<file path="config.mk">
export PLATFORM = sky130hd
export DESIGN_NAME = apb_master_flat
export DESIGN_NICKNAME = d
export VERILOG_FILES = /design/src/rtl/apb_pkg.sv /design/src/rtl/apb_master_if.sv /design/src/rtl/apb_timeout_cnt.sv /design/src/rtl/apb_master.sv /design/src/flat_wrapper.sv
export SDC_FILE = /design/constraint.sdc
export NUM_CORES = 1
export LEC_CHECK = 0
export BUFFER_PORTS_ARGS = -buffer_cell sky130_fd_sc_hd__buf_2
export CORE_UTILIZATION = 42
export DETAILED_ROUTE_END_ITERATION = 12
export GPL_ROUTABILITY_DRIVEN = 0
export PLACE_DENSITY_LB_ADDON = 0.25
export SKIP_CTS_REPAIR_TIMING = 1
export SLEW_MARGIN = 40
export SYNTH_ARGS = -nofsm -noshare
export SYNTH_HDL_FRONTEND = slang
export SYNTH_SLANG_ARGS = --single-unit
</file>
<file path="constraint.sdc">
create_clock -name PCLK -period 1.2 [get_ports PCLK]
set_input_delay 0.06 -clock PCLK [delete_from_list [all_inputs] [get_ports PCLK]]
set_output_delay 0.06 -clock PCLK [all_outputs]
set_load 0.02 [all_outputs]
</file>
<file path="src/rtl/apb_pkg.sv">
// Shared types and default widths for the APB master slice.
package apb_pkg;
    localparam int APB_ADDR_WIDTH     = 8;
    localparam int APB_DATA_WIDTH     = 32;
    localparam int APB_TIMEOUT_CYCLES = 16;

    typedef enum logic [1:0] {
        IDLE   = 2'd0,
        SETUP  = 2'd1,
        ACCESS = 2'd2
    } apb_state_e;
endpackage

</file>
<file path="src/rtl/apb_master_if.sv">
// Command/response and APB bus signals of the APB master, bundled as one interface.
interface apb_master_if
    import apb_pkg::*;
#(
    parameter int ADDR_WIDTH = APB_ADDR_WIDTH,
    parameter int DATA_WIDTH = APB_DATA_WIDTH
);
    logic                  cmd_valid;
    logic                  cmd_ready;
    logic                  cmd_write;
    logic [ADDR_WIDTH-1:0] cmd_addr;
    logic [DATA_WIDTH-1:0] cmd_wdata;

    logic                  PSEL;
    logic                  PENABLE;
    logic                  PWRITE;
    logic [ADDR_WIDTH-1:0] PADDR;
    logic [DATA_WIDTH-1:0] PWDATA;
    logic [DATA_WIDTH-1:0] PRDATA;
    logic                  PREADY;
    logic                  PSLVERR;

    logic                  rsp_valid;
    logic [DATA_WIDTH-1:0] rsp_rdata;
    logic                  rsp_err;
    logic                  rsp_timeout;

    modport master (
        input  cmd_valid, cmd_write, cmd_addr, cmd_wdata,
        input  PRDATA, PREADY, PSLVERR,
        output cmd_ready,
        output PSEL, PENABLE, PWRITE, PADDR, PWDATA,
        output rsp_valid, rsp_rdata, rsp_err, rsp_timeout
    );

    modport slave (
        output cmd_valid, cmd_write, cmd_addr, cmd_wdata,
        output PRDATA, PREADY, PSLVERR,
        input  cmd_ready,
        input  PSEL, PENABLE, PWRITE, PADDR, PWDATA,
        input  rsp_valid, rsp_rdata, rsp_err, rsp_timeout
    );
endinterface

</file>
<file path="src/rtl/apb_timeout_cnt.sv">
// ACCESS-phase watchdog: counts PREADY=0 wait cycles, flags the one that reaches the limit.
module apb_timeout_cnt
    import apb_pkg::*;
#(
    parameter int TIMEOUT_CYCLES = APB_TIMEOUT_CYCLES
) (
    input  logic clk,
    input  logic rst,
    input  logic clear,
    input  logic inc,
    output logic expired
);
    localparam int CW = $clog2(TIMEOUT_CYCLES + 1);

    logic [CW-1:0] cnt;

    always_ff @(posedge clk) begin
        if (rst || clear) begin
            cnt <= '0;
        end else if (inc) begin
            cnt <= cnt + 1'b1;
        end
    end

    // Fires during the wait cycle that would make the count equal TIMEOUT_CYCLES.
    assign expired = inc && (cnt == CW'(TIMEOUT_CYCLES - 1));
endmodule

</file>
<file path="src/rtl/apb_master.sv">
// APB master: IDLE/SETUP/ACCESS FSM turning cmd_* requests into APB transfers.
// Optional ACCESS watchdog enabled by defining APB_MASTER_TIMEOUT_EN.
module apb_master
    import apb_pkg::*;
#(
    parameter int ADDR_WIDTH     = APB_ADDR_WIDTH,
    parameter int DATA_WIDTH     = APB_DATA_WIDTH,
    parameter int TIMEOUT_CYCLES = APB_TIMEOUT_CYCLES
) (
    input  logic         PCLK,
    input  logic         PRESET,
    apb_master_if.master bus
);
    apb_state_e            state;
    apb_state_e            state_nxt;
    logic                  done;
    logic                  expired;
    logic                  cmd_ready;
    logic                  handshake;
    logic                  pwrite_q;
    logic [ADDR_WIDTH-1:0] paddr_q;
    logic [DATA_WIDTH-1:0] pwdata_q;
    logic [DATA_WIDTH-1:0] rdata_q;
    logic                  rsp_valid_q;
    logic                  rsp_err_q;

`ifdef APB_MASTER_TIMEOUT_EN
    logic rsp_timeout_q;

    apb_timeout_cnt #(
        .TIMEOUT_CYCLES(TIMEOUT_CYCLES)
    ) u_timeout_cnt (
        .clk    (PCLK),
        .rst    (PRESET),
        .clear  (state_nxt == SETUP),
        .inc    ((state == ACCESS) && !bus.PREADY),
        .expired(expired)
    );

    always_ff @(posedge PCLK) begin
        if (PRESET) begin
            rsp_timeout_q <= 1'b0;
        end else begin
            rsp_timeout_q <= expired;
        end
    end

    assign bus.rsp_timeout = rsp_timeout_q;
`else
    localparam int unused_timeout_cycles = TIMEOUT_CYCLES;
    assign expired         = 1'b0;
    assign bus.rsp_timeout = 1'b0;
`endif

    // The final ACCESS cycle accepts the next command so back-to-back transfers skip IDLE.
    assign done      = (state == ACCESS) && bus.PREADY;
    assign cmd_ready = !PRESET && ((state == IDLE) || done);
    assign handshake = bus.cmd_valid && cmd_ready;

    always_comb begin
        state_nxt = state;
        case (state)
            IDLE:    if (handshake) state_nxt = SETUP;
            SETUP:   state_nxt = ACCESS;
            ACCESS: begin
                if (done) begin
                    state_nxt = handshake ? SETUP : IDLE;
                end else if (expired) begin
                    state_nxt = IDLE;
                end
            end
            default: state_nxt = IDLE;
        endcase
    end

    always_ff @(posedge PCLK) begin
        if (PRESET) begin
            state       <= IDLE;
            pwrite_q    <= 1'b0;
            paddr_q     <= '0;
            pwdata_q    <= '0;
            rdata_q     <= '0;
            rsp_valid_q <= 1'b0;
            rsp_err_q   <= 1'b0;
        end else begin
            state       <= state_nxt;
            rsp_valid_q <= done || expired;
            rsp_err_q   <= (done && bus.PSLVERR) || expired;
            if (handshake) begin
                pwrite_q <= bus.cmd_write;
                paddr_q  <= bus.cmd_addr;
                pwdata_q <= bus.cmd_wdata;
            end
            if (done && !pwrite_q) begin
                rdata_q <= bus.PRDATA;
            end
        end
    end

    assign bus.cmd_ready = cmd_ready;
    assign bus.PSEL      = (state != IDLE);
    assign bus.PENABLE   = (state == ACCESS);
    assign bus.PWRITE    = pwrite_q;
    assign bus.PADDR     = paddr_q;
    assign bus.PWDATA    = pwdata_q;
    assign bus.rsp_valid = rsp_valid_q;
    assign bus.rsp_rdata = rdata_q;
    assign bus.rsp_err   = rsp_err_q;
endmodule

</file>
<file path="src/flat_wrapper.sv">
// flat-port wrapper written by rule: the top's interface ports become plain ports
module apb_master_flat import apb_pkg::*;
#(
    parameter int ADDR_WIDTH     = APB_ADDR_WIDTH,
    parameter int DATA_WIDTH     = APB_DATA_WIDTH,
    parameter int TIMEOUT_CYCLES = APB_TIMEOUT_CYCLES
)
  (PCLK, PRESET, bus_cmd_valid, bus_cmd_write, bus_cmd_addr, bus_cmd_wdata, bus_PRDATA, bus_PREADY, bus_PSLVERR, bus_cmd_ready, bus_PSEL, bus_PENABLE, bus_PWRITE, bus_PADDR, bus_PWDATA, bus_rsp_valid, bus_rsp_rdata, bus_rsp_err, bus_rsp_timeout);
  apb_master_if #(.ADDR_WIDTH(ADDR_WIDTH), .DATA_WIDTH(DATA_WIDTH)) bus_i ();
  input  logic PCLK;
  input  logic PRESET;
  input wire logic [$bits(bus_i.cmd_valid)-1:0] bus_cmd_valid;
  input wire logic [$bits(bus_i.cmd_write)-1:0] bus_cmd_write;
  input wire logic [$bits(bus_i.cmd_addr)-1:0] bus_cmd_addr;
  input wire logic [$bits(bus_i.cmd_wdata)-1:0] bus_cmd_wdata;
  input wire logic [$bits(bus_i.PRDATA)-1:0] bus_PRDATA;
  input wire logic [$bits(bus_i.PREADY)-1:0] bus_PREADY;
  input wire logic [$bits(bus_i.PSLVERR)-1:0] bus_PSLVERR;
  output wire logic [$bits(bus_i.cmd_ready)-1:0] bus_cmd_ready;
  output wire logic [$bits(bus_i.PSEL)-1:0] bus_PSEL;
  output wire logic [$bits(bus_i.PENABLE)-1:0] bus_PENABLE;
  output wire logic [$bits(bus_i.PWRITE)-1:0] bus_PWRITE;
  output wire logic [$bits(bus_i.PADDR)-1:0] bus_PADDR;
  output wire logic [$bits(bus_i.PWDATA)-1:0] bus_PWDATA;
  output wire logic [$bits(bus_i.rsp_valid)-1:0] bus_rsp_valid;
  output wire logic [$bits(bus_i.rsp_rdata)-1:0] bus_rsp_rdata;
  output wire logic [$bits(bus_i.rsp_err)-1:0] bus_rsp_err;
  output wire logic [$bits(bus_i.rsp_timeout)-1:0] bus_rsp_timeout;
  assign bus_i.cmd_valid = bus_cmd_valid;
  assign bus_i.cmd_write = bus_cmd_write;
  assign bus_i.cmd_addr = bus_cmd_addr;
  assign bus_i.cmd_wdata = bus_cmd_wdata;
  assign bus_i.PRDATA = bus_PRDATA;
  assign bus_i.PREADY = bus_PREADY;
  assign bus_i.PSLVERR = bus_PSLVERR;
  assign bus_cmd_ready = bus_i.cmd_ready;
  assign bus_PSEL = bus_i.PSEL;
  assign bus_PENABLE = bus_i.PENABLE;
  assign bus_PWRITE = bus_i.PWRITE;
  assign bus_PADDR = bus_i.PADDR;
  assign bus_PWDATA = bus_i.PWDATA;
  assign bus_rsp_valid = bus_i.rsp_valid;
  assign bus_rsp_rdata = bus_i.rsp_rdata;
  assign bus_rsp_err = bus_i.rsp_err;
  assign bus_rsp_timeout = bus_i.rsp_timeout;
  apb_master #(.ADDR_WIDTH(ADDR_WIDTH), .DATA_WIDTH(DATA_WIDTH), .TIMEOUT_CYCLES(TIMEOUT_CYCLES)) u_core (.PCLK(PCLK), .PRESET(PRESET), .bus(bus_i));
endmodule
</file>
After elaboration in Yosys (flattened, before gate mapping)
Index checks and enable logic that the tools add are counted.
- bits in registers: 77
- input port bits: 78
- output and inout port bits: 79
- word-level logic and storage cells: 26
- eq/ne operators: 4
- multiplexer cells: 4
- reduce and logical (&&, ||, !) cells: 11
- operators with widths (operator ; number):
    2-bit case mux with 3 select lines ; 1
    1-bit logical AND ; 5
    2-bit 2-to-1 mux ; 2
    2-bit by 1-bit != test with 1-bit output (second input constant) ; 2
    2-bit by 1-bit == test with 1-bit output (second input constant) ; 1
    2-bit == test (second input constant) ; 1
    1-bit zero test ; 2
    2-bit zero test ; 1
    2-bit AND reduction ; 1
    2-bit nonzero test ; 1
    1-bit logical OR ; 1
    1-bit 2-to-1 mux ; 1

Longest topological paths before layout
Gate-level depths: netlist (run 1).
- depth in word-level cells: 8
- gate-level depth with buffers: 5
- depth with buffers taken out: 3

Least setup slack after synthesis (run 1)
OpenSTA, ideal clock, no wires.
- kind: register to register
- from: reg u_core.state[1]
- to: reg u_core.state[0]
- setup time: 0.061 ns
- arrival: 1.149 ns
- required time: 1.139 ns
- setup slack: -0.010 ns
- cell stages (with the launch flop): 4
- buffers on the path: 0
- period minus slack after synthesis: 1.210 ns
- cell sequence: dfxtp_1 nor2b_4 nor3_1 and2_1
- cells in the longest elaborated chain, start to end: 8
- elaborated cells between the ends (all ways): 13
- classes of those cells: eq/ne (4); mux (3); reduce/logical (6)
- ends and longest elaborated chain (element ; line ; RTL):
    start: declaration ; apb_master.sv:14 ; apb_state_e state;
    start signal: assignment ; apb_master.sv:86 ; state <= state_nxt;
    2-bit == test ; apb_master.sv:56 ; assign done = (state == ACCESS) && bus.PREADY;
    1-bit logical AND ; apb_master.sv:56 ;
    1-bit logical OR * ; apb_master.sv:57 ; assign cmd_ready = !PRESET && ((state == IDLE) || done);
    1-bit logical AND * ; apb_master.sv:57 ;
    named net bus_cmd_ready ; flat_wrapper.sv:19 ; output wire logic [$bits(bus_i.cmd_ready)-1:0] bus_cmd_ready;
    1-bit logical AND * ; apb_master.sv:58 ; assign handshake = bus.cmd_valid && cmd_ready;
    1-bit 2-to-1 mux ; apb_master.sv:67 ; state_nxt = handshake ? SETUP : IDLE;
    2-bit 2-to-1 mux ; apb_master.sv:66 ; if (done) begin
    2-bit case mux with 3 select lines ; apb_master.sv:62 ; case (state)
The timed path passes the listed nets; every way through them passes the cells marked *. The select of a mux whose other input is x is not followed.
A chain may end at the register's enable or synchronous reset.

Worst setup path in the final report (run 1)
- from: reg u_core.state[1]
- to: out bus_PSEL
- cells in the longest elaborated chain, start to end: 1
- ends and longest elaborated chain (element ; line ; RTL):
    2-bit nonzero test ; apb_master.sv:101 ; assign bus.PSEL = (state != IDLE);
    end: declaration ; flat_wrapper.sv:20 ; output wire logic [$bits(bus_i.PSEL)-1:0] bus_PSEL;
No other way between the ends.

==> results.sh, run 1 <==
export IMPL_status="complete, but fails checks"
export IMPL_violations="hold timing, setup timing"
export IMPL_postSynth_asyncResetShare_pct=0
export IMPL_cp_arrival_ns=1.22
export IMPL_synthTopCellsByCount="nand2b_1 (82), dfxtp_1 (77), nand2_1 (55), mux2i_1 (42), a21oi_2 (30)"
export IMPL_nets=640
export IMPL_yosysWarnings=0
export IMPL_syn_to_final_growth_pct=57.79
export IMPL_path_class="reg -> out"
export IMPL_drt_wirelength_per_cell_microns=12.75
export IMPL_clock_sinks=77
export IMPL_required_ns=1.14
export IMPL_finalHoldViolations=4
export IMPL_drive_gt1_share_pct=41.27
export IMPL_rsz0062_at_grt="true"
export IMPL_synth_area_sq_um=3323
export IMPL_synth_enable_flop_cells=0
export IMPL_yosys_area_top_type="dfxtp_1"
export IMPL_ios=157
export IMPL_synth_top_area_share_pct=46.39
export IMPL_dpl_hpwl_mm=4.949
export IMPL_clk_latency_ns=0.34
export IMPL_post_route_min_period_ns=1.278
export IMPL_dr_pass1_iters=4
export IMPL_holdWs_ns=-0.01953
export IMPL_wl_mm=8.531
export IMPL_die_y_microns=90.95
export IMPL_power_total_mw=6.189
export IMPL_setup_viol=43
export IMPL_cts_path_max_buffers=2
export IMPL_cts_made_buffers=9
export IMPL_ys_types=23
export IMPL_antenna_found_initial=0
export IMPL_clockRootBuffer="clkbuf_8"
export IMPL_fin_crit_sh_pct=106.5
export IMPL_crit_path_end_kind="output port"
export IMPL_die_area_sq_um=8272
export IMPL_syn_avg_cell_area_sq_um=9.832
export IMPL_start_kind="flip-flop"
export IMPL_synth_main_ff_cell="dfxtp_1"
export IMPL_max_vdd_ir_drop_v=0.0006921
export IMPL_p_per_area_nw_per_um2=1180
export IMPL_grt_max_degree=53
export IMPL_met1_usage_pct=22.38
export IMPL_max_cap_violations=0
export IMPL_die_x_microns=90.95
export IMPL_initial_core_util_pct=43.23
export IMPL_cts_tree="built"
export IMPL_placedCellCount=578
export IMPL_fin_util_pct=68.21
export IMPL_antennaDiodeCount=0
export IMPL_min_path_type="in -> reg"
export IMPL_portBuffers=155
export IMPL_fp_row_count=32
export IMPL_vias=3009
export IMPL_htreeDepth=3
export IMPL_seq_area_sq_um=1545
export IMPL_cp_max_fo=3
export IMPL_grt_pass1_vias=2659
export IMPL_stdcell_count=669
export IMPL_overflow=0
export IMPL_grt_first_pass_wirelength_mm=11.86
export IMPL_netlist_instances=338
export IMPL_multi_input_area_sq_um=1588
export IMPL_synth_ff_latch_count=77
export IMPL_skew_ns=0.01059
export IMPL_grt_use_met2_pct=28.09
export IMPL_grtUsageMet3_pct=6.198
export IMPL_path_clk_slew_ns=0.07
export IMPL_core_area_sq_um=7687
export IMPL_final_max_slew_viol_count=0
export IMPL_fill_cells=634
export IMPL_power_leakage_nw=2.363
export IMPL_yosysMostFrequentCell="nand2b_1"
export IMPL_syn_nets=416
export IMPL_setup_slack_ns=-0.07845
export IMPL_clock_fmax_mhz=782.2
export IMPL_final_antenna_net_count=0
export IMPL_ys_seq_area_share_pct=46.39
export IMPL_drt_iter0_markers=83
export IMPL_drc_errors=0
export IMPL_vias_per_cell=4.498
export IMPL_track_usage_pct=17.92
export IMPL_top_usage_layer="met2"
export IMPL_synth_area_top_cells="dfxtp_1 (46%), nand2b_1 (15%), mux2i_1 (13%)"
==> metrics by stage <==
step           setup TNS [ns]  setup WS (ns)  instance area [sq um]
5_1_grt                -4.335        -0.1275                   5244
2_1_floorplan               0        0.04788                   3329
3_3_place_gp          -0.4049       -0.02324                   4182
3_5_place_dp           -1.053       -0.06706                   4182
6_report               -1.126       -0.07845                   5244
4_1_cts                -1.604        -0.2298                   4422
==> metal layers <==
layer,part of all wire [%],vias to the layer above,wire length (microns)
li1,-,1523,-
met1,46,1372,3892
met3,6.5,4,557
met2,47,110,4022
met4,0.69,0,59
met5,0,-,0
==> worst paths after layout <==
path | startpoint | endpoint | slack [ns] | depth (start not counted)
min | bus_cmd_wdata[5] | u_core.bus.PWDATA[5]$_SDFFE_PP0P_ | -0.02 | 3
max | u_core.state[1]$_SDFFE_PP0P_ | bus_PSEL | -0.08 | 4
min reg2reg | u_core.bus.rsp_rdata[17]$_SDFFE_PP0P_ | u_core.bus.rsp_rdata[17]$_SDFFE_PP0P_ | 0.47 | 2
max reg2reg | u_core.state[1]$_SDFFE_PP0P_ | u_core.bus.PADDR[7]$_SDFFE_PP0P_ | -0.06 | 5
==> kinds of logic (layout without fill, tap and decap cells) <==
kind of cell	after synthesis	after routing	synth area share (%)
other	1	1	0.1128
multiplexers	42	42	12.65
AO/OA/AOI/OAI	32	32	8.208
AND/OR/NAND/NOR	159	159	26.32
flip-flops	77	77	46.39
buffers and inverters	27	256	6.326
==> layout by cell type (no fill, tap or decap), types with 2 or more instances in the layout <==
cell,synthesis,final
clkbuf_16,0,3
buf_6,2,5
nand2_1,55,55
clkbuf_8,0,10
dfxtp_2,0,3
buf_4,5,6
nor2_1,3,3
bufinv_16,0,3
buf_12,4,6
nand2b_1,82,82
dfxtp_1,77,74
mux2i_1,42,42
dlygate4sd3_1,0,69
buf_2,8,151
a21oi_2,30,30
nand2_2,10,10
clkbuf_1,8,2
a21oi_1,2,2
==> critical path, stage by stage (launching register included) <==
cell and delay [ns]:
dfxtp_2 0.32, buf_6 0.11, buf_6 0.10, or2_4 0.22, buf_6 0.13
==> cell type report <==
cell class / count / area share (%)
clock inverter: 4 / 1.813
tap: 102 / 2.434
multi-input combinational: 234 / 30.28
clock buffer: 12 / 2.768
timing repair buffer: 240 / 33.24
sequential: 77 / 29.47
==> registers in the layout, indices dropped and copies added (netlist names) <==
signal	count
u_core.bus.rsp_rdata	32
u_core.bus.rsp_err	1
u_core.state	2
u_core.bus.rsp_valid	1
u_core.bus.PWRITE	1
u_core.bus.PWDATA	32
u_core.bus.PADDR	8
==> where the power goes <==
part	switching (mW)	internal, mW
Combinational	0.518	0.590
Clock	0.902	1.44
Sequential	0.0643	2.68
Total	1.48	4.71
(Power assumes the default switching activity.)
==> run 2, diff against run 1 <==
- CELL_PAD_IN_SITES_DETAIL_PLACEMENT: default -> 0
- CELL_PAD_IN_SITES_GLOBAL_PLACEMENT: default -> 1
- CORE_UTILIZATION: 42 -> 30
- CTS_BUF_LIST: default -> sky130_fd_sc_hd__clkbuf_8 sky130_fd_sc_hd__clkbuf_16
==> run 2 against run 1 <==
The flow still finishes with violations (hold timing, setup timing). Flip-flop and latch count stayed put. Count of clock-buffer cells in the layout is 2 lower. Cell area is 1.6% higher. Highest routed layer unchanged.
==> results.sh, run 2 (synthesis results as in run 1) <==
export IMPL_status="complete, but fails checks"
export IMPL_violations="hold timing, setup timing"
export IMPL_finalHoldViolations=2
export IMPL_cts_path_max_buffers=2
export IMPL_final_antenna_net_count=0
export IMPL_setup_slack_ns=-0.08686
export IMPL_reg2reg_slack_ns=-0.09
export IMPL_r2r_cells=5
export IMPL_clockRootBuffer="clkbuf_8"
export IMPL_antennaDiodeCount=0
export IMPL_r2r_start="u_core.state[1]$_SDFFE_PP0P_"
export IMPL_drc_errors=0
export IMPL_fill_cells=1005
export IMPL_max_cap_violations=0
export IMPL_pre_cts_ws_ns=-0.1415
export IMPL_die_x_microns=107.3
export IMPL_placedCellCount=617
export IMPL_start_kind="flip-flop"
export IMPL_syn_to_final_growth_pct=60.35
export IMPL_drt_iter0_markers=115
export IMPL_holdWs_ns=-0.01074
export IMPL_r2r_end="u_core.bus.PWDATA[28]$_SDFFE_PP0P_"
export IMPL_setup_tns_ns=-2.325
export IMPL_setup_viol=42
export IMPL_fp_row_count=38
export IMPL_vias=2979
export IMPL_crit_path_end_kind="flip-flop"
export IMPL_dpl_hpwl_mm=5.386
export IMPL_initial_core_util_pct=30.79
export IMPL_grt_pass1_vias=2621
export IMPL_nets=646
export IMPL_portBuffers=155
export IMPL_skew_ns=0.01055
export IMPL_die_area_sq_um=11500
export IMPL_cp_arrival_ns=1.55
export IMPL_clk_latency_ns=0.34
export IMPL_final_max_slew_viol_count=0
export IMPL_grt_first_pass_wirelength_mm=12.21
export IMPL_antenna_found_initial=0
export IMPL_path_clk_slew_ns=0.08
export IMPL_rsz0062_at_grt="true"
export IMPL_path_class="reg -> reg"
export IMPL_drt_wirelength_per_cell_microns=12.14
export IMPL_min_path_type="in -> reg"
export IMPL_power_leakage_nw=2.381
export IMPL_setup_worst_path_end="u_core.bus.PWDATA[28]$_SDFFE_PP0P_"
export IMPL_overflow=0
export IMPL_stdcell_count=713
export IMPL_track_usage_pct=13.59
export IMPL_clock_sinks=77
export IMPL_drive_gt1_share_pct=41.36
export IMPL_max_vdd_ir_drop_v=0.0006735
export IMPL_cts_tree="built"
export IMPL_crit_path_start="u_core.state[1]$_SDFFE_PP0P_"
export IMPL_p_per_area_nw_per_um2=1093
export IMPL_vias_per_cell=4.178
export IMPL_post_route_min_period_ns=1.287
export IMPL_required_ns=1.46
export IMPL_cts_made_buffers=9
export IMPL_core_area_sq_um=10790
export IMPL_die_y_microns=107.3
export IMPL_grt_max_degree=38
export IMPL_clock_fmax_mhz=777.1
export IMPL_htreeDepth=3
export IMPL_dr_pass1_iters=4
export IMPL_ios=157
export IMPL_fin_util_pct=49.37
export IMPL_power_total_mw=5.826
export IMPL_fin_crit_sh_pct=107.2
export IMPL_final_common_cell="buf_2"
export IMPL_cp_max_fo=13
export IMPL_wl_mm=8.654
export IMPL_mostFrequentLayoutCells="buf_2 (151), nand2b_1 (82), dfxtp_1 (74)"
-- run 2: worst min-delay path by stage --
stage,endpoint,startpoint,depth (start not counted),slack [ns]
2_1_floorplan,u_core.state[0]$_SDFFE_PP0P_,bus_cmd_valid,1,0.18
3_3_place_gp,u_core.state[0]$_SDFFE_PP0P_,bus_cmd_valid,2,0.29
3_5_place_dp,u_core.state[0]$_SDFFE_PP0P_,bus_cmd_valid,2,0.30
4_1_cts,u_core.bus.rsp_rdata[8]$_SDFFE_PP0P_,bus_PRDATA[8],3,-0.08
5_1_grt,u_core.bus.PWDATA[11]$_SDFFE_PP0P_,bus_cmd_wdata[11],3,0.01
6_report,u_core.bus.PWDATA[12]$_SDFFE_PP0P_,bus_cmd_wdata[12],3,-0.01
-- run 2: layer usage --
layer | track usage (%) | wire length (microns) | up-vias
met5 | 0 | 0 | -
met1 | 17.22 | 3974 | 1331
li1 | - | - | 1541
met3 | 4.722 | 568 | 6
met2 | 20.92 | 4046 | 101
met4 | 5.675 | 65 | 0
-- run 2: cell type report --
class	instances	area, sq um	area share, %
Clock buffer	10	137.6	2.583
Sequential cell	77	1550	29.09
Clock inverter	6	63.81	1.197
Timing Repair Buffer	246	1805	33.88
Tap cell	140	175.2	3.287
Multi-Input combinational cell	234	1597	29.96
-- run 2: metrics by stage --
step / cell area [sq um] / hold slack (ns)
CTS: 4451 / -0.07711
detailed placement: 4249 / 0.2951
global route: 5329 / 0.01446
floorplan: 3329 / 0.1817
finish: 5329 / -0.01074
global placement: 4249 / 0.2861
-- run 2: worst max-delay path, stage by stage, from the launching register on --
cell     delay (ns)
dfxtp_4        0.35
nor2b_4        0.13
nor3b_4        0.21
buf_6          0.16
buf_12         0.16
mux2i_1        0.20
-- run 2: report_power, final --
part | switching (mW) | internal, mW
Combinational | 0.518 | 0.612
Sequential | 0.0661 | 2.67
Clock | 0.942 | 1.01
Total | 1.53 | 4.30
